### src/rtl/prga_decrypt_fsm.sv
// RC4 PRGA keystream generator and decryptor. Walks the S-box in an external
// 1-cycle-latency RAM and writes enc XOR keystream bytes to a result RAM.
module prga_decrypt_fsm #(
  parameter int MSG_LEN = 32,
  parameter int MSG_AW  = 5
) (
  input  logic              clk,
  input  logic              rst_n,
  input  logic              start,
  output logic [7:0]        s_addr,
  output logic [7:0]        s_wdata,
  output logic              s_wren,
  input  logic [7:0]        s_rdata,
  output logic [MSG_AW-1:0] enc_addr,
  input  logic [7:0]        enc_rdata,
  output logic [MSG_AW-1:0] dec_addr,
  output logic [7:0]        dec_wdata,
  output logic              dec_wren,
  output logic              busy,
  output logic              done
);

  typedef enum logic [3:0] {
    IDLE, RD_SI, CAP_SI, RD_SJ, CAP_SJ, WR_J, WR_I, RD_F, CAP_F, WR_D, DONE
  } state_t;

  localparam logic [MSG_AW:0] LAST_K = (MSG_AW+1)'(MSG_LEN - 1);

  state_t          state;
  logic [7:0]      i, j, si, sj, f;
  logic [MSG_AW:0] k;
  logic [7:0]      j_upd;
  logic [7:0]      f_addr;

  // 8-bit sums wrap silently, which is exactly the mod-256 arithmetic RC4 needs.
  assign j_upd  = j + s_rdata;
  assign f_addr = si + sj;

  // The ROM address tracks k for many cycles before WR_D, so enc_rdata is
  // already stable when the keystream byte is combined with it.
  assign enc_addr  = k[MSG_AW-1:0];
  assign dec_wdata = dec_wren ? (f ^ enc_rdata) : 8'h00;

  // Outputs are set on the edge that enters the state they belong to, so each
  // is a flop that lines up with the state it describes.
  always_ff @(posedge clk) begin
    if (!rst_n) begin
      state    <= IDLE;
      i        <= '0;
      j        <= '0;
      si       <= '0;
      sj       <= '0;
      f        <= '0;
      k        <= '0;
      s_addr   <= '0;
      s_wdata  <= '0;
      s_wren   <= 1'b0;
      dec_addr <= '0;
      dec_wren <= 1'b0;
      busy     <= 1'b0;
      done     <= 1'b0;
    end else begin
      // NOTE: non-blocking defaults first; a later assignment in the case wins,
      // so strobes fall back to 0 without a separate clearing path.
      s_wren   <= 1'b0;
      dec_wren <= 1'b0;
      done     <= 1'b0;
      case (state)
        IDLE: begin
          if (start) begin
            i      <= 8'd1;
            j      <= 8'd0;
            k      <= '0;
            busy   <= 1'b1;
            s_addr <= 8'd1;
            state  <= RD_SI;
          end
        end
        RD_SI: state <= CAP_SI;
        CAP_SI: begin
          si     <= s_rdata;
          j      <= j_upd;
          s_addr <= j_upd;
          state  <= RD_SJ;
        end
        RD_SJ: state <= CAP_SJ;
        CAP_SJ: begin
          sj      <= s_rdata;
          s_addr  <= j;
          s_wdata <= si;
          s_wren  <= 1'b1;
          state   <= WR_J;
        end
        WR_J: begin
          // When i == j both writes hit one address with the same value.
          s_addr  <= i;
          s_wdata <= sj;
          s_wren  <= 1'b1;
          state   <= WR_I;
        end
        WR_I: begin
          s_addr <= f_addr;
          state  <= RD_F;
        end
        RD_F: state <= CAP_F;
        CAP_F: begin
          f        <= s_rdata;
          dec_addr <= k[MSG_AW-1:0];
          dec_wren <= 1'b1;
          state    <= WR_D;
        end
        WR_D: begin
          if (k == LAST_K) begin
            done  <= 1'b1;
            state <= DONE;
          end else begin
            k      <= k + 1'b1;
            i      <= i + 8'd1;
            s_addr <= i + 8'd1;
            state  <= RD_SI;
          end
        end
        DONE: begin
          busy  <= 1'b0;
          state <= IDLE;
        end
        default: begin
          busy  <= 1'b0;
          state <= IDLE;
        end
      endcase
    end
  end

endmodule
### config.mk
export PLATFORM = sky130hd
export DESIGN_NAME = prga_decrypt_fsm
export DESIGN_NICKNAME = d
export VERILOG_FILES = /design/src/rtl/prga_decrypt_fsm.sv
export SDC_FILE = /design/constraint.sdc
export NUM_CORES = 1
export LEC_CHECK = 0
export CAP_MARGIN = 20
export CORE_MARGIN = 2
export CORE_UTILIZATION = 55
export DETAILED_ROUTE_END_ITERATION = 10
export GPL_TIMING_DRIVEN = 0
export PLACE_DENSITY = 0.8
export SETUP_SLACK_MARGIN = 0.02
export SKIP_LAST_GASP = 1
export SLEW_MARGIN = 15
export SYNTH_ARGS = -nofsm -noshare
export SYNTH_HDL_FRONTEND = slang
export SYNTH_SLANG_ARGS = --single-unit
### constraint.sdc
create_clock -name clk -period 6.2 [get_ports clk]
set_clock_uncertainty 0.1 [all_clocks]
set_input_delay 1.24 -clock clk [delete_from_list [all_inputs] [get_ports clk]]
set_output_delay 1.24 -clock clk [all_outputs]
set_load 0.005 [all_outputs]
Word level (Yosys, flattened, before mapping). Cells that the tools add are included.

Bits in registers: 75. Output and inout bits: 38.

Add/sub/neg operators: 4. Equal/unequal tests: 12. Mux-type cells: 19. Bitwise logic cells: 2. Reductions and logical operators: 12.

Operators with widths (number): one-hot mux 8 bit (2 select lines) (3); one-hot mux 8 bit (6 select lines) (1); one-hot mux 4 bit (10 select lines) (1); two-way mux 8 bit (4); adder 8 bit (2); == test 4 x 3 -> 1 bit (second input constant) (4); two-way mux 6 bit (2); one-hot mux 6 bit (2 select lines) (1); OR reduction 9 bit (1); adder 8 x 1 -> 8 bit (second input constant) (1); == test 4 x 2 -> 1 bit (second input constant) (2); == test 4 bit (second input constant) (2); two-way mux 4 bit (2); bitwise XOR 8 bit (1); adder 6 x 1 -> 6 bit (second input constant) (1); == test 6 x 5 -> 1 bit (second input constant) (1); AND reduction 2 bit (3); AND reduction 3 bit (2); nonzero test 2 bit (3); nonzero test 6 bit (1); == test 4 x 1 -> 1 bit (second input constant) (1); zero test 4 bit (1); two-way mux 1 bit (4); != test 2 bit (second input constant) (2); 3 further kinds (3).

Longest topological paths before layout. Gate-level depths: netlist of the first run.

Depth after elaboration: 4. Gate-level depth with buffers: 9. Depth with buffers taken out: 9.

Worst setup path after synthesis of the first run. No wires, ideal clock.

Path type: input-to-reg. Start: input port s_rdata[0]. End: register s_addr[4]. Data arrival time: 2692 ps. Data required time: 5968 ps. Slack: 3275 ps. Cell stages on the path: 7. Buffers on the path: 0. Path through: ha_1 > fa_1 > a21o_1 > a211oi_1 > nor3_1 > o41ai_1 > a21oi_1.

Word-level cells in the longest chain between the ends: 2.

RTL lines: start: declaration (RTL line 13) `input logic [7:0] s_rdata,`; adder 8 bit (RTL line 36) `assign j_upd = j + s_rdata;`; one-hot mux 8 bit (6 select lines) (RTL line 68) `case (state)`; end signal: assignment (RTL line 83) `s_addr <= j_upd;`; end signal: assignment (RTL line 89) `s_addr <= j;`; end signal: assignment (RTL line 96) `s_addr <= i;`; end: declaration (RTL line 10) `output logic [7:0] s_addr,`.

Every way passes these cells. A chain may end at the register's enable or synchronous reset.

Final worst setup path of the first run.
Start: input port enc_rdata[4]. End: output port dec_wdata[4].

Word-level cells in the longest chain between the ends: 2.

RTL lines: start: declaration (RTL line 15) `input logic [7:0] enc_rdata,`; bitwise XOR 8 bit (RTL line 42) `assign dec_wdata = dec_wren ? (f ^ enc_rdata) : 8'h00;`; two-way mux 8 bit (RTL line 42); end: declaration (RTL line 17) `output logic [7:0] dec_wdata,`.

Every way passes these cells.

==> results of run 1 <==
[power breakdown]
group | switching (mW) | internal, mW
sequential | 0.0122 | 0.494
combinational | 0.0957 | 0.0616
clock | 0.181 | 0.166
[critical path, delay by kind of cell]
family                 cells  cell delay (ns)
XOR/XNOR                   1             0.15
buffers and inverters      2             0.98
AND/OR/NAND/NOR            1             0.14
[cells by family after synthesis]
group                    after synthesis
AND/OR/NAND/NOR                      205
AO/OA/AOI/OAI                        139
flip-flops                            75
buffers and inverters                 42
XOR/XNOR                              21
adder cells (fa/ha/maj)               18
multiplexers                           4
[metrics by stage]
stage          hold WS [ns]  area (µm²)  util (%)
2_1_floorplan         0.348        4080         -
3_3_place_gp          0.345        4760      66.0
3_5_place_dp          0.349        4760      66.0
4_1_cts               0.359        4940      68.5
5_1_grt               0.383        4940      68.5
6_report              0.359        4940      68.5
[area by class of cell]
cell class / instances / area, µm²
clock buffers: 12 / 155
repair buffers: 56 / 561
plain buffers: 31 / 175
inverters: 11 / 41.3
flip-flops and latches: 75 / 1500
clock inverters: 4 / 25.0
multi-input cells: 387 / 2360
well taps: 99 / 124
fillers: 616 / 2270
[routing by layer]
layer | share of wire [%] | vias to the layer above | wire [µm] | track usage, %
met4 | 3.2 | 0 | 366 | 13.7
met5 | 0 | - | 0 | 0
met3 | 6.9 | 30 | 782 | 4.53
met2 | 46 | 168 | 5200 | 44.9
met1 | 44 | 1881 | 4980 | 36.0
li1 | - | 1909 | - | -
[cell usage in the layout (no fill, tap or decap), drive strengths merged, types with 5 or more instances in the layout]
| master | synthesis | layout |
|---|---|---|
| a211oi | 10 | 10 |
| a21o | 6 | 6 |
| a21oi | 58 | 58 |
| a22oi | 5 | 5 |
| a31oi | 19 | 19 |
| and2 | 11 | 11 |
| and3 | 6 | 6 |
| buf | 22 | 22 |
| clkbuf | 9 | 21 |
| clkdlybuf4s50 | 0 | 56 |
| dfxtp | 75 | 75 |
| ha | 16 | 16 |
| inv | 11 | 11 |
| nand2 | 94 | 94 |
| nand3 | 20 | 20 |
| nor2 | 42 | 42 |
| nor2b | 6 | 6 |
| nor3 | 10 | 10 |
| o21a | 5 | 5 |
| o21ai | 13 | 13 |
| xnor2 | 7 | 7 |
| xor2 | 14 | 14 |
[sequential cells by signal (all words and copies together) (netlist names), 4 cells and up]
register	count
s_wdata	8
k	6
dec_addr	5
s_addr	8
sj	8
si	8
j	8
i	8
f	8
state	4
[path summary, 6_finish.rpt]
check | startpoint | slack (ns) | end | depth (start not counted)
worst max register to register | si[0] | 3.99 | s_addr[6] | 9
worst min-delay path | dec_addr[4] | 0.36 | dec_addr[4] | 2
worst min register to register | dec_addr[4] | 0.36 | dec_addr[4] | 2
worst max-delay path | enc_rdata[4] | 2.35 | dec_wdata[4] | 4
==> metrics.md, run 1 <==
| Metric | Value |
|---|---|
| Fmax | `0.260 GHz` |
| Final HPWL DP | `8.31 mm` |
| Crit-path cells | `clkdlybuf4s50_1 -> xor2_1 -> and2_1 -> clkdlybuf4s50_1` |
| Synth Area in Compound Gates | `between 20% and 30%` |
| Post-synthesis cell count | `between 500 and 600` |
| Initial antenna violation count | `0` |
| Max-slew violations | `0` |
| Post-CTS sizing | `0` |
| Post-route ant nets | `0` |
| Cell Pwr Density | `~200 nW/µm²` |
| DIE AREA | `about 8000 µm²` |
| Routed WL per cell | `approximately 17 µm` |
| Mapped cell area | `4080 µm²` |
| Max cap viols | `0` |
| Hold buffers post-CTS | `0` |
| Top cells by area, synth | `dfxtp_1 (37%), nand2_1 (8.7%), a21oi_1 (6.9%)` |
| Via/cell ratio | `approximately 5.9` |
| Initial Utilization | `56.5%` |
| N_diodes | `0` |
| Buffers on Ports | `56` |
| Slew of the pin with the lowest slew margin | `around 0.65 ns` |
| Total of warnings raised by yosys | `0` |
| Outcome | `complete, no violations` |
| Drt first pass iters | `6` |
| Leakage | `around 1.8 nW` |
| Area added between synthesis and finish | `21.2%` |
| Top-area cell type share of the netlist area | `between 30 and 40%` |
| Crit end category | `output port` |
| Fraction of registers with async set/reset | `0%` |
| Fin crit share | `between 60% and 70%` |
| # rows | `31` |
| Worst endpoint data arrival time | `between 2 and 3 ns` |
| Top-count cell post-synth | `nand2_1` |
| CTS tree | `done` |
| Startpoint Class | `primary input` |
| Multiplexer share of the synthesized area | `1.01%` |
| Most frequent CP cell | `clkdlybuf4s50_1` |
| TNS Setup | `0 ns` |
| Critical path type | `primary input to output port` |
| Cell Count, Final, Fillers Out | `a little under 700` |
| Worst slack, placed | `approximately 2.3 ns` |
| Clock root buffer master | `clkbuf_8` |
| Die Width | `about 90 µm` |
| Adder-cell share of the synthesized area | `slightly below 6%` |
| Largest net degree at the start of global routing | `13` |
| Hold WC Path Type | `flip-flop to flip-flop` |
| Final Power | `slightly above 1 mW` |
| GPL Wtd Cong | `a little over 0.9` |
| CTS buffer count | `9` |
| I/O pins | `57` |
| Critical Path RT | `approximately 4.9 ns` |
| Final Critical Period | `roughly 3.8 ns` |
| Number of global-route vias before repair | `3,705` |
| Dpl cells | `about 660` |
| Final nets | `608` |
| DRT Wirelength | `11.3 mm` |
| Unique cell type count in the Yosys netlist | `66` |
| Starting DRT DRC Count | `roughly 310` |
| Syn nets | `about 540` |
| Ys flop type | `dfxtp_1` |
| Setup bufs post-CTS | `0` |
| Final setup viols | `0` |
| Clk slew on worst S/H paths | `about 0.070 ns` |
| RSZ-0062 raised after global routing | `no` |
| Share of synthesized cell area in and, or, nand and nor gates | `24.0%` |
| Worst path slowest cell | `clkdlybuf4s50_1` |
| Total global routing overflow | `0` |
| Global-route wire length before repair | `18.1 mm` |
| Crit-path max cell delay | `roughly 0.5 ns` |
| Core area | `approximately 7200 µm²` |
| Yosys reg bits | `75` |
| DR DRC count | `0` |
| CP Max Fanout | `1` |
| DIE HEIGHT | `90.1 µm` |
| Worst IR Drop VDD | `0.113 mV` |
| GRT Overall Usage | `between 20% and 30%` |
| Final hold viol count | `0` |
| Part of the Yosys area used for sequential elements | `between 30% and 40%` |
| XOR/XNOR share of the synthesized area | `~4.5%` |
| EDFF count, synth | `0` |
| Worst skew pair latency | `around 0.35 ns` |
| Synth top cells by count | `nand2_1 (94), dfxtp_1 (75), a21oi_1 (56)` |
| Worst-case clock buffer depth | `2` |
| Share of layout cells above drive strength 1 | `about 10%` |
| Total number of vias | `3,988` |
| Synth area leader | `dfxtp_1` |
| Largest family of logic cells by synthesized area | `simple AND/OR/NAND/NOR gates` |
| # H-tree levels | `3` |
| Slew margin rel. | `a little under three fifths` |
| Setup WS post-layout | `approximately 2.4 ns` |
| Clk sinks | `75` |
| Synthesized area per cell | `a little over 8 µm²` |
Note: power is estimated with default switching activity, not from simulation.
==> run 2: changes to the inputs <==
--- a/config.mk
+++ b/config.mk
@@ -7,10 +7,10 @@
 export LEC_CHECK = 0
 export CAP_MARGIN = 20
 export CORE_MARGIN = 2
-export CORE_UTILIZATION = 55
+export CORE_UTILIZATION = 50
 export DETAILED_ROUTE_END_ITERATION = 10
 export GPL_TIMING_DRIVEN = 0
-export PLACE_DENSITY = 0.8
+export PLACE_DENSITY = 0.77
 export SETUP_SLACK_MARGIN = 0.02
 export SKIP_LAST_GASP = 1
 export SLEW_MARGIN = 15
==> constraint.sdc (replaced) <==
create_clock -name clk -period 3.3 [get_ports clk]
set_clock_uncertainty 0.1 [all_clocks]
set_input_delay 0.66 -clock clk [delete_from_list [all_inputs] [get_ports clk]]
set_output_delay 0.66 -clock clk [all_outputs]
set_load 0.005 [all_outputs]
==> run 2 against run 1 <==
  * Cell count is 0.30% higher
  * Clock power is 90% higher
  * First-iteration DRC count is 9.8% higher
  * Setup slack worse by 1.9 ns
  * Largest power group unchanged
  * Worst hold slack better by 0.0015 ns
  * Sequential power is 88% higher
  * Register-to-register slack worse by 3.0 ns
  * Utilization is 5.2 points lower
  * Cell area hardly changed
  * Sequential share of layout area hardly changed
==> metrics.md, run 2 (same netlist as run 1, synthesis figures left out) <==
| Metric | Value |
|---|---|
| Worst-case clock buffer depth | `2` |
| DP Area | `4760 µm²` |
| Worst endpoint data arrival time | `2.95 ns` |
| Final HPWL DP | `just over 8 mm` |
| Hold WC Path Type | `flip-flop to flip-flop` |
| Finished layout cell area | `4940 µm²` |
| Startpoint Class | `primary input` |
| Clock root buffer master | `clkbuf_8` |
| Fmax | `between 0.3 and 0.4 GHz` |
| Largest net degree at the start of global routing | `13` |
| Routed WL per cell | `16.6 µm` |
| Final setup viols | `0` |
| Number of global-route vias before repair | `between 3,000 and 4,000` |
| Initial Utilization | `between 50 and 60%` |
| Area added between synthesis and finish | `21.2%` |
| Net Sw Frac | `28.9%` |
| Setup bufs post-CTS | `0` |
| Crit end category | `flip-flop` |
| Hold buffers post-CTS | `0` |
| Sw Pwr | `approximately 0.55 mW` |
| Dpl cells | `approximately 660` |
| Max-slew violations | `0` |
| Share of layout cells above drive strength 1 | `between 10% and 20%` |
| Int Power | `approximately 1.4 mW` |
| Final hold viol count | `0` |
| Worst IR Drop VDD | `0.224 mV` |
| Post-CTS sizing | `0` |
| Critical R2R Capture | `s_addr[4]` |
| DR DRC count | `0` |
| Clk sinks | `75` |
| Worst skew pair latency | `approximately 0.36 ns` |
| Global-route wire length before repair | `about 18 mm` |
| RSZ-0062 raised after global routing | `no` |
| Total global routing overflow | `0` |
| Via/cell ratio | `between 5 and 6` |
| Max cap viols | `0` |
| Finished Core Util | `a little over three fifths` |
| Leakage | `about 1.8 nW` |
| Critical path type | `primary input to flip-flop` |
| # H-tree levels | `3` |
| Slew of the pin with the lowest slew margin | `~0.64 ns` |
| GRT Overall Usage | `26.5%` |
| CTS tree | `done` |
| TNS Setup | `0 ns` |
| DIE AREA | `8890 µm²` |
| Buffers on Ports | `between 50 and 60` |
| Commonest non-fill, non-tap cell in the layout | `nand2_1` |
| DRT Wirelength | `around 11 mm` |
| HP Start | `dec_addr[1]` |
| Clk pwr share | `34.6%` |
| DIE HEIGHT | `about 94 µm` |
| N_diodes | `0` |
| Fin crit share | `86.0%` |
| Critical Path RT | `3.42 ns` |
| Worst Reg-to-Reg Cells | `7` |
| Hold path endpoint | `dec_addr[1]` |
| Die Width | `~94 µm` |
| GPL Wtd Cong | `~0.93` |
| Final nets | `a little over 600` |
| Commonest non-fill, non-tap cells in the layout | `nand2_1 (94), dfxtp_1 (75), a21oi_1 (56), clkdlybuf4s50_1 (56), nor2_1 (38)` |
| Comb power frac | `about 15%` |
| CTS buffer count | `9` |
| Setup WS post-layout | `about 0.46 ns` |
| R2R setup slack | `roughly 1 ns` |
| Initial antenna violation count | `0` |
| Hold path depth | `2` |
| R2r startpoint | `j[0]` |
| Cell Pwr Density | `385 nW/µm²` |
| Flop pwr share | `about 50%` |
| Hold WS | `0.360 ns` |
| Drt first pass iters | `5` |
| Cell Count, Final, Fillers Out | `approximately 680` |
| I/O pins | `57` |
| CP Max Fanout | `4` |
| Post-route ant nets | `0` |
| Core area | `slightly below 8000 µm²` |
| Worst slack, placed | `0.153 ns` |
| Final Power | `1.90 mW` |
| Starting DRT DRC Count | `between 300 and 400` |
| Final Critical Period | `approximately 2.8 ns` |
| Clk slew on worst S/H paths | `0.08 ns` |
| Total number of vias | `just under 4,000` |
| # rows | `32` |
| Slew margin rel. | `between 50% and 60%` |
| Outcome | `complete, no violations` |
-- run 2: how the worst max path moves through the flow --
| stage | start | end | slack (ns) |
|---|---|---|---|
| global placement | s_rdata[0] | s_addr[4] | 0.22 |
| finish | s_rdata[0] | s_addr[4] | 0.46 |
| detailed placement | s_rdata[0] | s_addr[4] | 0.15 |
| floorplan | s_rdata[0] | s_addr[4] | 0.96 |
| CTS | s_rdata[0] | s_addr[4] | 0.50 |
| global route | s_rdata[0] | s_addr[4] | 0.29 |
-- run 2: power groups by stage --
stage                     Combinational (mW)  Clock [mW]  Sequential [mW]
after floorplan                        0.182           0            0.968
after global placement                 0.282           0            0.973
after detailed placement               0.285           0            0.974
after CTS                              0.287       0.659            0.953
after global routing                   0.318       0.709            0.956
final                                  0.292       0.659            0.953
-- run 2: layout make-up --
type / instances / area, µm²
multi-input cells: 387 / 2360
clock inverters: 4 / 26.3
fillers: 705 / 2870
flip-flops and latches: 75 / 1500
repair buffers: 56 / 561
well taps: 102 / 128
plain buffers: 31 / 175
inverters: 11 / 41.3
clock buffers: 11 / 151
-- run 2: routing by layer --
| metal | global-route usage (%) | part of all wire, % |
|---|---|---|
| met4 | 10.4 | 2.6 |
| met3 | 5.30 | 7.3 |
| met5 | 0 | 0 |
| met1 | 34.5 | 44 |
| met2 | 43.0 | 46 |
-- run 2: worst max-delay path, stage by stage --
cell and delay [ns]:
clkdlybuf4s50_1 0.50, ha_1 0.29, fa_1 0.45, a21o_1 0.20
a211oi_1 0.28, nor3_1 0.10, o41ai_1 0.36, a21oi_1 0.12
==> run 3: changes to the inputs <==
--- a/config.mk
+++ b/config.mk
@@ -5,8 +5,8 @@
 export SDC_FILE = /design/constraint.sdc
 export NUM_CORES = 1
 export LEC_CHECK = 0
-export CAP_MARGIN = 20
-export CORE_MARGIN = 2
+export CAP_MARGIN = 10
+export CORE_MARGIN = 1.5
 export CORE_UTILIZATION = 50
 export DETAILED_ROUTE_END_ITERATION = 10
 export GPL_TIMING_DRIVEN = 0
==> run 3 against run 2 <==
  * Sequential power barely moved
  * Clock power grew 9.6%
  * Die area fell by 2.1%
  * Critical path type unchanged
  * Largest power group unchanged
  * Combinational power hardly changed
  * Highest routed layer unchanged
  * Maximum frequency is 2.0% higher
  * First-iteration DRC count is 6.6% higher
  * Sequential share of layout area fell by 0.15 points
  * Register-to-register slack improved by 0.07 ns
  * Setup slack gained 0.054 ns
==> metrics.md, run 3 (same netlist as run 1, synthesis figures left out) <==
| Metric | Value |
|---|---|
| DIE HEIGHT | `93.3 µm` |
| Largest net degree at the start of global routing | `14` |
| Buffers on Ports | `56` |
| GPL Wtd Cong | `between 0.8 and 0.9` |
| Worst slack, placed | `between 0.15 and 0.2 ns` |
| Startpoint Class | `primary input` |
| Worst-case clock buffer depth | `2` |
| Final setup viols | `0` |
| Finished layout cell area | `just under 5000 µm²` |
| Commonest non-fill, non-tap cell in the layout | `nand2_1` |
| Met1 GRT Util | `35.6%` |
| Total global routing overflow | `0` |
| Share of layout cells above drive strength 1 | `between 10% and 20%` |
| # rows | `32` |
| Layout fillers | `approximately 700` |
| I/O pins | `57` |
| DR DRC count | `0` |
| Die Width | `a little over 90 µm` |
| DP Area | `around 4800 µm²` |
| Critical R2R Capture | `s_addr[4]` |
| Leakage | `approximately 1.8 nW` |
| Drt first pass iters | `5` |
| Fmax | `between 0.3 and 0.4 GHz` |
| Hold WC Path Type | `flip-flop to flip-flop` |
| Initial Utilization | `between 50 and 60%` |
| Met3 usage | `between 5 and 6%` |
| Final hold viol count | `0` |
| N_diodes | `0` |
| Crit-path cells | `clkdlybuf4s50_1 -> ha_1 -> fa_1 -> a21o_1 -> a211oi_1 -> nor3_1 -> o41ai_1 -> a21oi_1` |
| Crit path max-delay family | `compound AO/OA/AOI/OAI gates` |
| Initial antenna violation count | `0` |
| Clk slew on worst S/H paths | `around 0.08 ns` |
| Hold path depth | `2` |
| Max-slew violations | `0` |
| Total number of vias | `around 4,000` |
| CP endpoint | `s_addr[4]` |
| TNS Setup | `0 ns` |
| DIE AREA | `between 8000 and 9000 µm²` |
| Max cap viols | `0` |
| GRT busiest layer | `met2` |
| Commonest non-fill, non-tap cells in the layout | `nand2_1 (94), dfxtp_1 (75), a21oi_1 (56), clkdlybuf4s50_1 (56), nor2_1 (38)` |
| GRT Overall Usage | `a little over a quarter` |
| Worst skew pair latency | `0.35 ns` |
| Worst path bufs/invs | `1` |
| Final nets | `608` |
| Setup WS post-layout | `0.518 ns` |
| Worst Reg-to-Reg Cells | `7` |
| Worst path slowest cell | `clkdlybuf4s50_1` |
| # H-tree levels | `3` |
| Final Critical Period | `approximately 2.8 ns` |
| Starting DRT DRC Count | `roughly 360` |
| Routed WL per cell | `16.6 µm` |
| Post-route ant nets | `0` |
| Crit-path max cell delay | `about 0.5 ns` |
| R2r startpoint | `j[0]` |
| CTS buffer count | `9` |
| Clock root buffer master | `clkbuf_8` |
| Global-route wire length before repair | `between 15 and 20 mm` |
| Core area | `7810 µm²` |
| Hold WS | `~0.36 ns` |
| Fin crit share | `between 80% and 90%` |
| Setup bufs post-CTS | `0` |
| RSZ-0062 raised after global routing | `no` |
| Slew margin rel. | `a little over half` |
| Critical path type | `primary input to flip-flop` |
| CTS tree | `done` |
| Crit end category | `flip-flop` |
| CP Max Fanout | `4` |
| Outcome | `complete, no violations` |
| Cell Pwr Density | `around 400 nW/µm²` |
| Met2 usage | `a little over two fifths` |
| R2R setup slack | `roughly 1.1 ns` |
| Hold buffers post-CTS | `0` |
| Via/cell ratio | `5.75` |
| Clk sinks | `75` |
| Slew of the pin with the lowest slew margin | `roughly 0.7 ns` |
| Final HPWL DP | `roughly 8.4 mm` |
| Area added between synthesis and finish | `21.9%` |
| Worst IR Drop VDD | `about 0.18 mV` |
| Worst endpoint data arrival time | `between 2 and 3 ns` |
| Post-CTS sizing | `0` |
| Number of global-route vias before repair | `around 3,600` |
| CP Depth | `8` |
| Critical Path RT | `approximately 3.4 ns` |
| DRT Wirelength | `between 10 and 15 mm` |
| Crit path from | `s_rdata[0]` |
## run 3: stage by stage
step	total power [mW]	util [%]	cells
6_report	1.97	63.6	678
4_1_cts	1.98	63.6	678
3_5_place_dp	1.26	61.0	662
3_3_place_gp	1.25	61.0	662
2_1_floorplan	1.15	-	504
5_1_grt	2.06	63.6	678
## run 3: report_power, final
| part | leakage, nW | switching, mW | internal (mW) |
|---|---|---|---|
| clock network | 0.102 | 0.353 | 0.370 |
| logic | 1.13 | 0.178 | 0.116 |
| registers | 0.606 | 0.0245 | 0.929 |
## run 3: cell type report
type | count | area (µm²) | share of cell area, %
Timing Repair Buffer | 56 | 561 | 11.3
Inverter | 11 | 41.3 | 0.831
Tap cell | 102 | 128 | 2.57
Multi-Input combinational cell | 387 | 2360 | 47.5
Sequential cell | 75 | 1500 | 30.2
Clock buffer | 10 | 138 | 2.77
Buffer | 31 | 175 | 3.53
Clock inverter | 6 | 65.1 | 1.31
## run 3: worst min-delay path, cell delays in order, from the launching register on
cell,delay [ns]
dfxtp_1,0.31
nand2_1,0.05
a21oi_1,0.05
## run 3: worst min path at each step
stage	start	slack (ns)	endpoint
2_1_floorplan	f[0]	0.35	f[0]
3_3_place_gp	dec_addr[1]	0.35	dec_addr[1]
3_5_place_dp	dec_addr[1]	0.35	dec_addr[1]
4_1_cts	dec_addr[1]	0.36	dec_addr[1]
5_1_grt	dec_addr[1]	0.38	dec_addr[1]
6_report	dec_addr[1]	0.36	dec_addr[1]
## run 3: layer usage
layer	vias up	routed length, µm
li1	1911	-
met1	1797	4880
met2	167	5150
met3	22	986
met4	0	226
met5	-	0
